`src/rtl/clock_monitor.sv`:
```
// clock_monitor: measures period/high time of a slow synchronized signal and reports lock/timeout
module clock_monitor #(
  parameter int WIDTH      = 32,
  parameter int TIMEOUT    = 1024,
  parameter int EXP_PERIOD = 100,
  parameter int EXP_HIGH   = 50,
  parameter int TOL        = 1,
  parameter int LOCK_COUNT = 4
) (
  input  logic             clk_in,
  input  logic             rst,
  input  logic             sig_in,
  output logic [WIDTH-1:0] period,
  output logic [WIDTH-1:0] high_time,
  output logic             meas_valid,
  output logic             locked,
  output logic             timeout
);
  typedef enum logic {WAIT_EDGE, MEASURE} state_t;
  localparam logic [WIDTH-1:0] TO = WIDTH'(TIMEOUT);
  localparam logic [WIDTH-1:0] TO1 = WIDTH'(TIMEOUT - 1);
  localparam logic [WIDTH-1:0] LC = WIDTH'(LOCK_COUNT);
  localparam logic [WIDTH-1:0] ONE = WIDTH'(1);
  localparam logic [WIDTH:0] EP = (WIDTH+1)'(EXP_PERIOD);
  localparam logic [WIDTH:0] EH = (WIDTH+1)'(EXP_HIGH);
  localparam logic signed [WIDTH:0] TS = (WIDTH+1)'(TOL);
  state_t state, state_n;
  logic s1, s2, s_d, rise, hit, mv_n, lock_n, to_n;
  logic [WIDTH-1:0] idle_cnt, period_cnt, high_cnt, match_cnt;
  logic [WIDTH-1:0] idle_n, pcnt_n, hcnt_n, match_n, period_n, high_n;
  logic signed [WIDTH:0] dp, dh;
  assign rise = s2 & ~s_d;
  // Differences one bit wider than the counters so they never wrap
  assign dp = $signed({1'b0, period_cnt} - EP);
  assign dh = $signed({1'b0, high_cnt} - EH);
  assign hit = (dp <= TS) && (dp >= -TS) && (dh <= TS) && (dh >= -TS);
  always_comb begin
    state_n = state;
    idle_n = idle_cnt;
    pcnt_n = period_cnt;
    hcnt_n = high_cnt;
    match_n = match_cnt;
    period_n = period;
    high_n = high_time;
    mv_n = 1'b0;
    lock_n = locked;
    to_n = timeout;
    if (state == WAIT_EDGE) begin
      if (rise) begin
        state_n = MEASURE;
        pcnt_n = ONE;
        hcnt_n = ONE;
        idle_n = '0;
      end else begin
        idle_n = (idle_cnt == TO) ? idle_cnt : idle_cnt + ONE;
        to_n = (idle_cnt >= TO1) ? 1'b1 : timeout;
      end
    end else if (rise) begin
      period_n = period_cnt;
      high_n = high_cnt;
      mv_n = 1'b1;
      to_n = 1'b0;
      pcnt_n = ONE;
      hcnt_n = ONE;
      match_n = hit ? ((match_cnt == LC) ? match_cnt : match_cnt + ONE) : '0;
      lock_n = hit && (match_n == LC);
    end else if (period_cnt == TO) begin
      to_n = 1'b1;
      lock_n = 1'b0;
      match_n = '0;
      state_n = WAIT_EDGE;
      idle_n = TO;
    end else begin
      pcnt_n = period_cnt + ONE;
      hcnt_n = high_cnt + WIDTH'(s2);
    end
  end
  always_ff @(posedge clk_in) begin
    if (rst) begin
      {s1, s2, s_d} <= '0;
      state <= WAIT_EDGE;
      idle_cnt <= '0;
      period_cnt <= '0;
      high_cnt <= '0;
      match_cnt <= '0;
      period <= '0;
      high_time <= '0;
      meas_valid <= 1'b0;
      locked <= 1'b0;
      timeout <= 1'b0;
    end else begin
      {s1, s2, s_d} <= {sig_in, s1, s2};
      state <= state_n;
      idle_cnt <= idle_n;
      period_cnt <= pcnt_n;
      high_cnt <= hcnt_n;
      match_cnt <= match_n;
      period <= period_n;
      high_time <= high_n;
      meas_valid <= mv_n;
      locked <= lock_n;
      timeout <= to_n;
    end
  end
endmodule

```
`config.mk`:
```
export PLATFORM = sky130hd
export DESIGN_NAME = clock_monitor
export DESIGN_NICKNAME = d
export VERILOG_FILES = /design/src/rtl/clock_monitor.sv
export SDC_FILE = /design/constraint.sdc
export NUM_CORES = 1
export LEC_CHECK = 0
export ABC_AREA = 1
export ABC_CLOCK_PERIOD_IN_PS = 4400
export CAP_MARGIN = 20
export CORE_AREA = 2 2 132 167
export DETAILED_ROUTE_END_ITERATION = 16
export DIE_AREA = 0 0 134 169
export DONT_BUFFER_PORTS = 1
export PLACE_DENSITY = 0.72
export SETUP_SLACK_MARGIN = 0.05
export SKIP_LAST_GASP = 1
export SLEW_MARGIN = 15
export SYNTH_ARGS = -nofsm -noshare
export SYNTH_HDL_FRONTEND = slang
export SYNTH_SLANG_ARGS = --single-unit
```
`constraint.sdc`:
```
create_clock -name clk_in -period 4.4 [get_ports clk_in]
set_clock_uncertainty 0.1 [all_clocks]
set_input_delay 0 -clock clk_in [delete_from_list [all_inputs] [get_ports clk_in]]
set_output_delay 0 -clock clk_in [all_outputs]
set_load 0.01 [all_outputs]
```
==> results.ini <==
[clocking]
worst_skew_late_latency_ns = 0.44
cts.path.max_buffers = 2
cts_tree = built
clkSlewWorstSetupHoldPaths_ns = 0.07
cts.repair_timing.setup_buffer_count = 0
ctsHtreeMaxLevel = 4
clock_sink_count = 199
cts_buffers = 17
cts.root.buffer_cell = sky130_fd_sc_hd__clkbuf_16

[yosys]
synth-warning-count = 0
netlist-cell-type-count = 56
synth.net_count = 1889
sequential_to_total_area_share_from_yosys_stat = 0.320
synth_largest_area_cell = sky130_fd_sc_hd__dfxtp_1
yosys_register_bits = 199
synth.top_cells.by_area = sky130_fd_sc_hd__dfxtp_1 (32%), sky130_fd_sc_hd__nand2_1 (12%), sky130_fd_sc_hd__nand3_1 (7.9%), sky130_fd_sc_hd__nor2_1 (6.7%), sky130_fd_sc_hd__inv_1 (5.3%)
post_synth.cell_area_avg_sq_um = 6.67
post_synth_inst_count = 1868
post_synthesis_instance_area_sq_um = 12500
synth.top_cell.area_share = 0.320

[drt]
dr.pass1.iters = 6
met2RoutedLength_um = 17400
detailroute.wirelength.met3_um = 1700
topRoutingLayerUsed = met5
routed_via_density = 5.75
detail-route-antenna-nets = 0
routed_wirelength_um = 34600
drcViolationCount = 0
drt_iter0_markers = 833
routedWlPerCell_um = 16.4
wl_met1_um = 14600
total_number_of_vias = 12100

[placement]
dp_slack_ns = 0.674
io_buffers = 0
place_congestion = 0.990
placedInstanceArea_sq_um = 12500
dp_hpwl_um = 25400

[hold_path]
whs_path_depth = 3
holdCritStartpoint = sig_in
min-delay-path-class = input pin to flop
min_delay_worst_endpoint = s1

[worst_setup_path]
critical_path_peak_fanout = 21
timing.reg2reg.setup_slack_ns = 0.61
timing.critical_path.to_type = flop
signal_arrival_time_at_the_worst_endpoint_ns = 4.05
timing.setup.critical_path_class = flop to flop
r2r.worst_path.cells = 25
timing.critical_path.from_type = flop
required_ns = 4.66
worst_r2r_endpoint = match_cnt[0]
cp-startpoint = high_cnt[1]
r2r_start = high_cnt[1]

[power_and_ir_drop]
cellLeakagePower_nw = 5.35
power.density_cell_area_nw_per_um2 = 273
power_w = 0.00358
vdd.ir_drop.worst_mv = 0.285

[global_route]
track_usage = 0.311
grt_pass1_wl_um = 57300
global_route.overflow_total = 0
grt_start_max_net_pins = 65
vias_in_the_first_global_route = 11500
antenna_found_initial = 1

[layout]
design.final.nets = 1839
layout.cells.most_common = sky130_fd_sc_hd__nand2_1
fin_area_sq_um = 13100
antenna-diode-count = 0
finish.utilization = 0.622
layout-drive-gt1-share = 0.0996
layout-area-overhead-vs-synth_pct = 5.39
most-common-layout-cells = sky130_fd_sc_hd__nand2_1 (390), sky130_fd_sc_hd__nor2_1 (220), sky130_fd_sc_hd__dfxtp_1 (199), sky130_fd_sc_hd__nand3_1 (196), sky130_fd_sc_hd__inv_1 (175)

[floorplanning]
start_util = 0.590
core-area_sq_um = 21100
io_pins = 70
die_height_um = 169
fp.dieArea_sq_um = 22600
die_w_um = 134
fp-row-count = 60

[outcome]
result_of_the_run = completed

[sta]
timing.final.crit_period_ns = 3.79
final.setup.tns_ns = 0
finalCritPeriodShare = 0.861
post-route-worst-setup-slack_ns = 0.610
achievable_frequency_ghz = 0.264
slew-limit-headroom = 0.285
final-setup-viol-count = 0
worst_slew_pin_slew_ns = 1.07
rsz0062_at_grt = no
drv_slew = 0
timing_hold_violations_final = 0

[flow_run]
drv_cap = 0

==> synthesized netlist by cell type, drive strengths merged <==
cell,instances
a211oi,3
a21oi,86
a221oi,14
a22oi,3
a2bb2oi,3
a31o,1
a31oi,5
a32o,9
a32oi,1
and3,1
buf,33
clkbuf,47
clkinv,1
dfxtp,199
ha,18
inv,205
nand2,405
nand3,211
nand3b,2
nand4,49
nor2,259
nor3,46
nor3b,4
nor4,34
o211ai,5
o21ai,143
o221a,3
o311ai,1
o31ai,4
o41ai,1
or2,4
or4,1
xnor2,4
xor2,63
==> worst max path at each step <==
stage / cells after the start / to
final: 25 / match_cnt[0]
after CTS: 25 / match_cnt[0]
after global placement: 25 / match_cnt[0]
after floorplan: 26 / match_cnt[27]
after detailed placement: 25 / match_cnt[0]
after global routing: 25 / match_cnt[0]
==> report_power, final <==
group	internal (W)	switching, W
registers	0.00181	0.00000663
logic	0.0000326	0.000105
clock network	0.000905	0.000722
total	0.00274	0.000834
==> registers in the layout, indices dropped and copies added (netlist names), 32 cells and up <==
register,cells
high_cnt,32
high_time,32
idle_cnt,32
match_cnt,32
period,32
period_cnt,32
==> routing by layer <==
| metal | track usage | up-vias |
|---|---|---|
| met5 | 0 | - |
| met2 | 0.560 | 312 |
| met4 | 0.109 | 2 |
| met3 | 0.0536 | 69 |
| met1 | 0.372 | 5631 |
| li1 | - | 6102 |
==> logic make-up (layout without fill, tap and decap cells) <==
group,after synthesis,after routing,share of synthesized area
simple gates,1016,1016,0.383
buf+inv,286,245,0.0942
compound gates,282,282,0.136
flops,199,199,0.320
xor+xnor,67,67,0.0483
fa+ha+maj,18,18,0.0181
==> cell type report <==
cell class | count | area (sq um)
Timing Repair Buffer | 11 | 123
Clock inverter | 10 | 149
Sequential cell | 199 | 3980
Inverter | 206 | 778
Fill cell | 1987 | 7970
Clock buffer | 18 | 439
Tap cell | 279 | 349
Multi-Input combinational cell | 1383 | 7310
==> timing repair <==
action                                  4_1_cts  5_1_grt
hold buffers                                  4        0
endpoints found under the hold margin        73        0
endpoints found under the setup margin        0        0
resized for setup                             0        0
==> stage by stage <==
stage               hold WS [ns]  instances
detailed placement       -0.0121       2074
CTS                        0.111       2106
finish                     0.131       2106
floorplan                0.00697       1868
global route               0.161       2106
global placement         -0.0163       2074
==> worst max-delay path, cell delays in order (launching register included) <==
cell,delay (ns)
sky130_fd_sc_hd__dfxtp_1,0.45
sky130_fd_sc_hd__inv_1,0.12
sky130_fd_sc_hd__ha_1,0.27
sky130_fd_sc_hd__nor2_1,0.11
sky130_fd_sc_hd__nand2_1,0.09
sky130_fd_sc_hd__nand3_2,0.10
sky130_fd_sc_hd__nand2_4,0.09
sky130_fd_sc_hd__nand3_1,0.08
sky130_fd_sc_hd__nand2_1,0.08
sky130_fd_sc_hd__nor2_1,0.11
sky130_fd_sc_hd__inv_1,0.05
sky130_fd_sc_hd__nor2_2,0.14
sky130_fd_sc_hd__nand3_1,0.11
sky130_fd_sc_hd__nor2_2,0.11
sky130_fd_sc_hd__nand2_1,0.07
sky130_fd_sc_hd__inv_1,0.06
sky130_fd_sc_hd__ha_1,0.24
sky130_fd_sc_hd__inv_1,0.06
sky130_fd_sc_hd__nand3_1,0.07
sky130_fd_sc_hd__nand2_1,0.09
sky130_fd_sc_hd__nand3_1,0.09
sky130_fd_sc_hd__nand3_2,0.14
sky130_fd_sc_hd__nand3_4,0.11
sky130_fd_sc_hd__nor2_4,0.27
sky130_fd_sc_hd__inv_2,0.30
sky130_fd_sc_hd__o21ai_0,0.21
(Power assumes the default switching activity.)
